`config.mk`:
```
export PLATFORM = sky130hd
export DESIGN_NAME = btn_debounce
export DESIGN_NICKNAME = d
export VERILOG_FILES = /design/src/rtl/btn_debounce.sv
export SDC_FILE = /design/constraint.sdc
export NUM_CORES = 1
export LEC_CHECK = 0
export CAP_MARGIN = 40
export CORE_AREA = 2 2 39 41
export CTS_CLUSTER_DIAMETER = 80
export DETAILED_ROUTE_END_ITERATION = 8
export DIE_AREA = 0 0 41 43
export SLEW_MARGIN = 20
export SYNTH_ARGS = -nofsm -noshare
export SYNTH_HDL_FRONTEND = slang
export SYNTH_SLANG_ARGS = --single-unit
```
`constraint.sdc`:
```
create_clock -name clk -period 1.4 [get_ports clk]
set_input_delay 0.21 -clock clk [delete_from_list [all_inputs] [get_ports clk]]
set_output_delay 0.21 -clock clk [all_outputs]
set_load 0.01 [all_outputs]
```
`src/rtl/btn_debounce.sv`:
```
// rtl/btn_debounce.sv - tick-timed push-button debouncer with press/release strobes
// Optional long-press strobe on btn_hold is built only with DEBOUNCE_HOLD_EN defined.
module btn_debounce #(
  parameter int STABLE_TICKS = 4,
  parameter int HOLD_TICKS   = 100
) (
  input  logic clk,
  input  logic rst_,
  input  logic tick,
  input  logic btn_in,
  output logic btn_level,
  output logic btn_press,
  output logic btn_release,
  output logic btn_hold
);

  localparam int CW = (STABLE_TICKS > 1) ? $clog2(STABLE_TICKS) : 1;
  localparam logic [CW-1:0] CNT_LAST = CW'(STABLE_TICKS - 1);
  localparam logic [CW-1:0] CNT_ONE  = CW'(1);

  typedef enum logic [1:0] {
    IDLE_LOW   = 2'd0,
    CHECK_HIGH = 2'd1,
    IDLE_HIGH  = 2'd2,
    CHECK_LOW  = 2'd3
  } state_t;

  state_t        r_state;
  state_t        w_state_nxt;
  logic [CW-1:0] r_cnt;
  logic [CW-1:0] w_cnt_nxt;
  logic          r_sync1;
  logic          r_sync2;
  logic          w_level_nxt;
  logic          w_press_nxt;
  logic          w_release_nxt;

  always_ff @(posedge clk or negedge rst_) begin
    if (!rst_) begin
      r_sync1 <= 1'b0;
      r_sync2 <= 1'b0;
    end else begin
      r_sync1 <= btn_in;
      r_sync2 <= r_sync1;
    end
  end

  always_ff @(posedge clk or negedge rst_) begin
    if (!rst_) begin
      r_state     <= IDLE_LOW;
      r_cnt       <= '0;
      btn_level   <= 1'b0;
      btn_press   <= 1'b0;
      btn_release <= 1'b0;
    end else begin
      r_state     <= w_state_nxt;
      r_cnt       <= w_cnt_nxt;
      btn_level   <= w_level_nxt;
      btn_press   <= w_press_nxt;
      btn_release <= w_release_nxt;
    end
  end

  // A reverted input wins over a coincident tick; entry cycles only clear the counter.
  always_comb begin
    w_state_nxt   = r_state;
    w_cnt_nxt     = r_cnt;
    w_level_nxt   = btn_level;
    w_press_nxt   = 1'b0;
    w_release_nxt = 1'b0;
    case (r_state)
      IDLE_LOW: begin
        if (r_sync2) begin
          w_state_nxt = CHECK_HIGH;
          w_cnt_nxt   = '0;
        end
      end
      CHECK_HIGH: begin
        if (!r_sync2) begin
          w_state_nxt = IDLE_LOW;
        end else if (tick) begin
          if (r_cnt == CNT_LAST) begin
            w_state_nxt = IDLE_HIGH;
            w_level_nxt = 1'b1;
            w_press_nxt = 1'b1;
          end else begin
            w_cnt_nxt = r_cnt + CNT_ONE;
          end
        end
      end
      IDLE_HIGH: begin
        if (!r_sync2) begin
          w_state_nxt = CHECK_LOW;
          w_cnt_nxt   = '0;
        end
      end
      CHECK_LOW: begin
        if (r_sync2) begin
          w_state_nxt = IDLE_HIGH;
        end else if (tick) begin
          if (r_cnt == CNT_LAST) begin
            w_state_nxt   = IDLE_LOW;
            w_level_nxt   = 1'b0;
            w_release_nxt = 1'b1;
          end else begin
            w_cnt_nxt = r_cnt + CNT_ONE;
          end
        end
      end
      default: begin
        w_state_nxt = IDLE_LOW;
        w_cnt_nxt   = '0;
      end
    endcase
  end

`ifdef DEBOUNCE_HOLD_EN
  localparam int HW = $clog2(HOLD_TICKS + 1);
  localparam logic [HW-1:0] HOLD_MAX  = HW'(HOLD_TICKS);
  localparam logic [HW-1:0] HOLD_LAST = HW'(HOLD_TICKS - 1);
  localparam logic [HW-1:0] HOLD_ONE  = HW'(1);

  logic [HW-1:0] r_hold_cnt;
  logic [HW-1:0] w_hold_cnt_nxt;
  logic          w_hold_nxt;

  // Counter saturates at HOLD_TICKS so one press yields at most one hold strobe;
  // it is left untouched in CHECK_LOW so a bounce back resumes the count.
  always_comb begin
    w_hold_cnt_nxt = r_hold_cnt;
    w_hold_nxt     = 1'b0;
    if (w_press_nxt || w_release_nxt) begin
      w_hold_cnt_nxt = '0;
    end else if ((r_state == IDLE_HIGH) && r_sync2 && tick && (r_hold_cnt != HOLD_MAX)) begin
      w_hold_cnt_nxt = r_hold_cnt + HOLD_ONE;
      w_hold_nxt     = (r_hold_cnt == HOLD_LAST);
    end
  end

  always_ff @(posedge clk or negedge rst_) begin
    if (!rst_) begin
      r_hold_cnt <= '0;
      btn_hold   <= 1'b0;
    end else begin
      r_hold_cnt <= w_hold_cnt_nxt;
      btn_hold   <= w_hold_nxt;
    end
  end
`else
  // Keeps HOLD_TICKS referenced when the hold logic is compiled out.
  logic w_unused_hold_cfg;
  assign w_unused_hold_cfg = (HOLD_TICKS > 0);
  assign btn_hold = 1'b0;
`endif

endmodule

```
* After elaboration in Yosys (flattened, before gate mapping)
Cells that the tools add are included.
** Word-level totals
- Register bits after elaboration :: 9
- Input bits :: 4
- Output and inout port bits :: 4
** Operators by class
- Add/sub/neg operators :: 1
- Equality and inequality tests :: 16
- Multiplexer cells :: 29
- Reductions and logical operators :: 5
** Operators with widths (number)
- $mux 2 :: 14
- $ne 2x2->1 const B :: 8
- $pmux 2 s4 :: 2
- $mux 1 :: 12
- $ne 3x3->1 const B :: 4
- $reduce_and 7->1 :: 1
- $eq 2x2->1 const B :: 3
- $reduce_and 6->1 :: 1
- $reduce_and 4->1 :: 1
- $add 2x1->2 const B :: 1
- $eq 2x1->1 const B :: 1
- $logic_not 2->1 :: 1
- $pmux 1 s2 :: 1
- $reduce_bool 2->1 :: 1

* Logic depth before layout (Yosys ltp)
Gate-level depths: netlist of run 1.
- Depth after elaboration :: 5
- Mapped depth :: 4
- Mapped depth without buffers :: 4

* Worst setup path before layout of run 1
OpenSTA, ideal clock, no wires.
- Path type :: reg2reg
- Start point :: register r_cnt[0]
- End point :: register r_cnt[0]
- Arrival :: 1.367 ns
- Required time :: 1.331 ns
- Path slack :: -0.035 ns
- Cell stages (with the launch flop) :: 5
- Path buffers :: 0
- Period minus slack after synthesis :: 1.435 ns
- Cell sequence :: dfrtp_1 ha_1 or2b_1 or4b_1 nand3_1
** Between the ends
- Cells in the longest elaborated chain, start to end :: 5
- Elaborated cells on any way between the ends :: 7
** Ends and longest elaborated chain
- from (decl) :: line 30 : logic [CW-1:0] r_cnt;
- from (signal assigned) :: line 57 : r_cnt <= w_cnt_nxt;
- $add 2x1->2 / $eq 2x2->1 (equally long branches)
- $mux 2 :: line 82, 101
- $mux 2 * :: line 100 : end else if (tick) begin
- $mux 2, on equally long branches :: line 98, 79
- $pmux 2 s4 * :: line 71 : case (r_state)
Every way passes the cells marked *; elsewhere a longest branch is shown, timed or not. The select of a mux whose other input is x is not followed.
A chain may end at the register's enable or synchronous reset.

* Worst setup path after layout of run 1
Ends and elaborated chain as after synthesis.

==> metrics.txt, run 1 <==
# TYPE chip_impl_metric gauge
chip_impl_metric{name="synth.ff_latch_count",unit=""} 9
chip_impl_metric{name="slew_violations",unit=""} 0
chip_impl_metric{name="gr-total-overflow",unit=""} 0
chip_impl_metric{name="multiInputGateArea",unit="um^2"} 160
chip_impl_metric{name="nets",unit=""} 54
chip_impl_metric{name="drt_first_iter_violations",unit=""} 3
chip_impl_metric{name="pwr_density_cell",unit="mW/mm^2"} 1410
chip_impl_info{name="cts_tree",value="done"} 1
chip_impl_metric{name="grt_first_pass_wirelength",unit="um"} 1150
chip_impl_metric{name="via_count",unit=""} 291
chip_impl_metric{name="critical_path_arrival",unit="ns"} 1.60
chip_impl_metric{name="drt_pre_antenna_iters",unit=""} 2
chip_impl_metric{name="dieArea",unit="mm^2"} 0.00176
chip_impl_metric{name="min_period_over_period",unit=""} 1.01
chip_impl_metric{name="io_buffers",unit=""} 6
chip_impl_metric{name="drt-vias-per-instance",unit=""} 4.62
chip_impl_metric{name="post_route_cells_drive_above_1_share",unit=""} 0.277
chip_impl_metric{name="stdcell_count",unit=""} 63
chip_impl_metric{name="number_of_diodes_added_for_antenna_fixing",unit=""} 0
chip_impl_metric{name="setup_viol",unit=""} 1
chip_impl_metric{name="mean_syn_cell_area",unit="um^2"} 12.2
chip_impl_info{name="holdCritPathClass",value="in2async"} 1
chip_impl_metric{name="routed_wire_length_per_instance",unit="um"} 10.8
chip_impl_metric{name="clock_insertion_delay_worst_skew",unit="ns"} 0.26
chip_impl_info{name="worstSetupEndpointType",value="flop"} 1
chip_impl_metric{name="synth.lib_cells_used.distinct",unit=""} 17
chip_impl_metric{name="post-place-cells",unit=""} 59
chip_impl_metric{name="worst_ir_drop_vdd",unit="V"} 0.000564
chip_impl_metric{name="syn_to_layout_area_delta",unit="%"} 38.1
chip_impl_metric{name="path_clk_slew",unit="ns"} 0.06
chip_impl_metric{name="worstPathRequired",unit="ns"} 1.60
chip_impl_metric{name="groute.usage.overall",unit=""} 0.103
chip_impl_info{name="synthMostInstantiatedCell",value="dfrtp_1"} 1
chip_impl_metric{name="first_global_vias",unit=""} 280
chip_impl_metric{name="io_pins",unit=""} 8
chip_impl_metric{name="synth_async_sr_flop_share",unit=""} 1.00
chip_impl_metric{name="antenna_found_initial",unit=""} 0
chip_impl_metric{name="detailed_place_hpwl",unit="um"} 505
chip_impl_metric{name="gpl.final_weighted_congestion",unit=""} 0.655
chip_impl_info{name="ys_top_cells_by_area",value="dfrtp_1 (58%), ha_1 (6.4%), nand3_1 (5.1%)"} 1
chip_impl_metric{name="finalInstanceArea",unit="um^2"} 539
chip_impl_metric{name="postLayoutSetupSlackWorst",unit="ns"} -0.00719
chip_impl_info{name="startpoint_type",value="flop"} 1
chip_impl_metric{name="synthesis.instances",unit=""} 32
chip_impl_metric{name="rows",unit=""} 14
chip_impl_info{name="cp_slowest_cell",value="or4b_1"} 1
chip_impl_info{name="critical_path.top_delay_family",value="simple AND/OR/NAND/NOR gates"} 1
chip_impl_metric{name="die_h",unit="um"} 43
chip_impl_info{name="crit_type",value="reg2reg"} 1
chip_impl_metric{name="start_util",unit=""} 0.282
chip_impl_metric{name="hold_violations",unit=""} 0
chip_impl_metric{name="floorplan.die.width",unit="um"} 41
chip_impl_metric{name="cts_sinks",unit=""} 9
chip_impl_info{name="cp_cell_sequence",value="ha_2 > or2b_1 > or4b_1 > nand3_1"} 1
chip_impl_metric{name="clock-skew-final",unit="ns"} 0.00504
chip_impl_metric{name="drc",unit=""} 0
chip_impl_metric{name="post-synth-top-area-fraction",unit=""} 0.577
chip_impl_metric{name="synth_fp_nets",unit=""} 38
chip_impl_info{name="status",value="finished, violations left"} 1
chip_impl_metric{name="detail-route-antenna-nets",unit=""} 0
chip_impl_metric{name="core_region_area",unit="mm^2"} 0.00138
chip_impl_metric{name="post_layout_min_period",unit="ns"} 1.41
chip_impl_info{name="yosys_most_used_dff",value="dfrtp_1"} 1
chip_impl_metric{name="synth.cell_area",unit="um^2"} 390
chip_impl_metric{name="dp_slack",unit="ns"} -0.142
chip_impl_metric{name="cp_num_buf_inv",unit=""} 0
chip_impl_metric{name="placed_area",unit="um^2"} 510
chip_impl_info{name="synth_top_area_cell",value="dfrtp_1"} 1
chip_impl_metric{name="cap_violations",unit=""} 0
chip_impl_metric{name="grt_start_max_net_pins",unit=""} 10
chip_impl_metric{name="yosysWarningCount",unit=""} 0
chip_impl_metric{name="wirelength",unit="um"} 678
chip_impl_metric{name="fillCellCount",unit=""} 136
chip_impl_info{name="rsz_0062_raised_after_global_routing",value="yes"} 1
chip_impl_metric{name="critPathMaxStageDelay",unit="ns"} 0.47
chip_impl_metric{name="maxClockFrequency",unit="MHz"} 711
chip_impl_info{name="synth_commonest_cells",value="dfrtp_1 (9), nand3_1 (4)"} 1
chip_impl_metric{name="htree_num_levels",unit=""} 1
chip_impl_metric{name="critPathMaxFanout",unit=""} 3
chip_impl_metric{name="max-clock-path-buffers",unit=""} 2
chip_impl_metric{name="post_cts_hold_buffer_count",unit=""} 0
chip_impl_metric{name="static-leakage-power",unit="uW"} 0.000248
chip_impl_metric{name="number_of_buffers_created_by_cts",unit=""} 3
chip_impl_info{name="failed_checks",value="negative setup slack"} 1
chip_impl_metric{name="final-seq-area",unit="um^2"} 225
chip_impl_metric{name="synth-seq-area-share",unit=""} 0.577
chip_impl_info{name="clock-root-buffer",value="clkbuf_4"} 1
chip_impl_metric{name="number_of_enable_type_register_cells_in_the_synthesized_netlist",unit=""} 0
cell type report:
cell class | count | area share
well taps | 16 | 0.0371
clock buffers | 4 | 0.0487
flip-flops and latches | 9 | 0.418
multi-input cells | 22 | 0.297
repair buffers | 12 | 0.200
timing repair:
action / CTS / global route
endpoints found under the setup margin: 1 / 2
resized for setup: 0 / 1
cloned: 0 / 0
buffers inserted: 0 / 0
endpoints found under the hold margin: 0 / 0
power breakdown:
group | switching (uW) | total (uW) | internal [uW] | leakage [uW]
registers | 48.7 | 357 | 308 | 0.000111
clock network | 84.9 | 194 | 109 | 0.0000150
logic | 80.4 | 208 | 128 | 0.000122
total | 214 | 759 | 545 | 0.000248
worst register-to-register path, cell delays in order, from the launching register on:
cell,delay [ns]
dfrtp_1,0.39
ha_2,0.18
or2b_1,0.24
or4b_1,0.47
nand3_1,0.07
worst paths after layout:
check                      slack, ns  startpoint  depth (start not counted)  endpoint
max                           -0.007    r_cnt[0]                          4  r_cnt[0]
min                             0.25        rst_                          1  r_cnt[0]
max reg2reg                   -0.007    r_cnt[0]                          4  r_cnt[0]
min reg2reg                     0.36     r_sync1                          0   r_sync2
max in group asynchronous       0.86        rst_                          1   r_sync2
min in group clk                0.36     r_sync1                          0   r_sync2
stage by stage:
| step | setup TNS, ns | total power, uW | util | hold slack (ns) |
|---|---|---|---|---|
| floorplan | -0.00201 | 468 | - | -0.0856 |
| global placement | -0.233 | 565 | 0.369 | 0.335 |
| detailed placement | -0.238 | 573 | 0.369 | 0.346 |
| CTS | -0.0207 | 779 | 0.388 | 0.259 |
| global route | -0.0722 | 824 | 0.390 | 0.273 |
| finish | -0.00719 | 759 | 0.390 | 0.248 |
cell families (layout without fill, tap and decap cells):
family | count (synthesis) | in the layout | share of synthesized area
and+or+nand+nor | 13 | 13 | 0.205
AOI/OAI and AO/OA | 4 | 4 | 0.0737
other | 1 | 1 | 0.00961
adders and majority gates | 2 | 2 | 0.0641
xor gates and xnor gates | 1 | 1 | 0.0224
muxes | 1 | 1 | 0.0288
DFF | 9 | 9 | 0.577
buffers and inverters | 1 | 16 | 0.0192
layer usage:
metal  global-route usage  share of wire
met3               0.0471          0.050
met1                0.140           0.49
met2                0.122           0.46
met4               0.0800              0
met5                    0              0
cells in the final DEF, fill, tap and decap left out, drive strengths merged:
cell / n
a211o: 1
a41oi: 1
and2b: 1
and3: 1
buf: 6
clkbuf: 4
clkdlybuf4s50: 5
conb: 1
dfrtp: 9
dlymetal6s2s: 1
ha: 2
mux2: 1
nand2: 2
nand3: 4
nor3: 1
nor3b: 2
o21ai: 2
or2b: 1
or4b: 1
xnor2: 1
No activity file was read; power rests on OpenSTA's default activity.
==> run 2, diff against run 1 <==
--- a/config.mk
+++ b/config.mk
@@ -7,7 +7,7 @@
 export LEC_CHECK = 0
 export CAP_MARGIN = 40
 export CORE_AREA = 2 2 39 41
-export CTS_CLUSTER_DIAMETER = 80
+export CTS_CLUSTER_DIAMETER = 50
 export DETAILED_ROUTE_END_ITERATION = 8
 export DIE_AREA = 0 0 41 43
 export SLEW_MARGIN = 20
==> results of run 2 <==
Same layout as run 1: the final DEF is identical, and so are final timing and power.
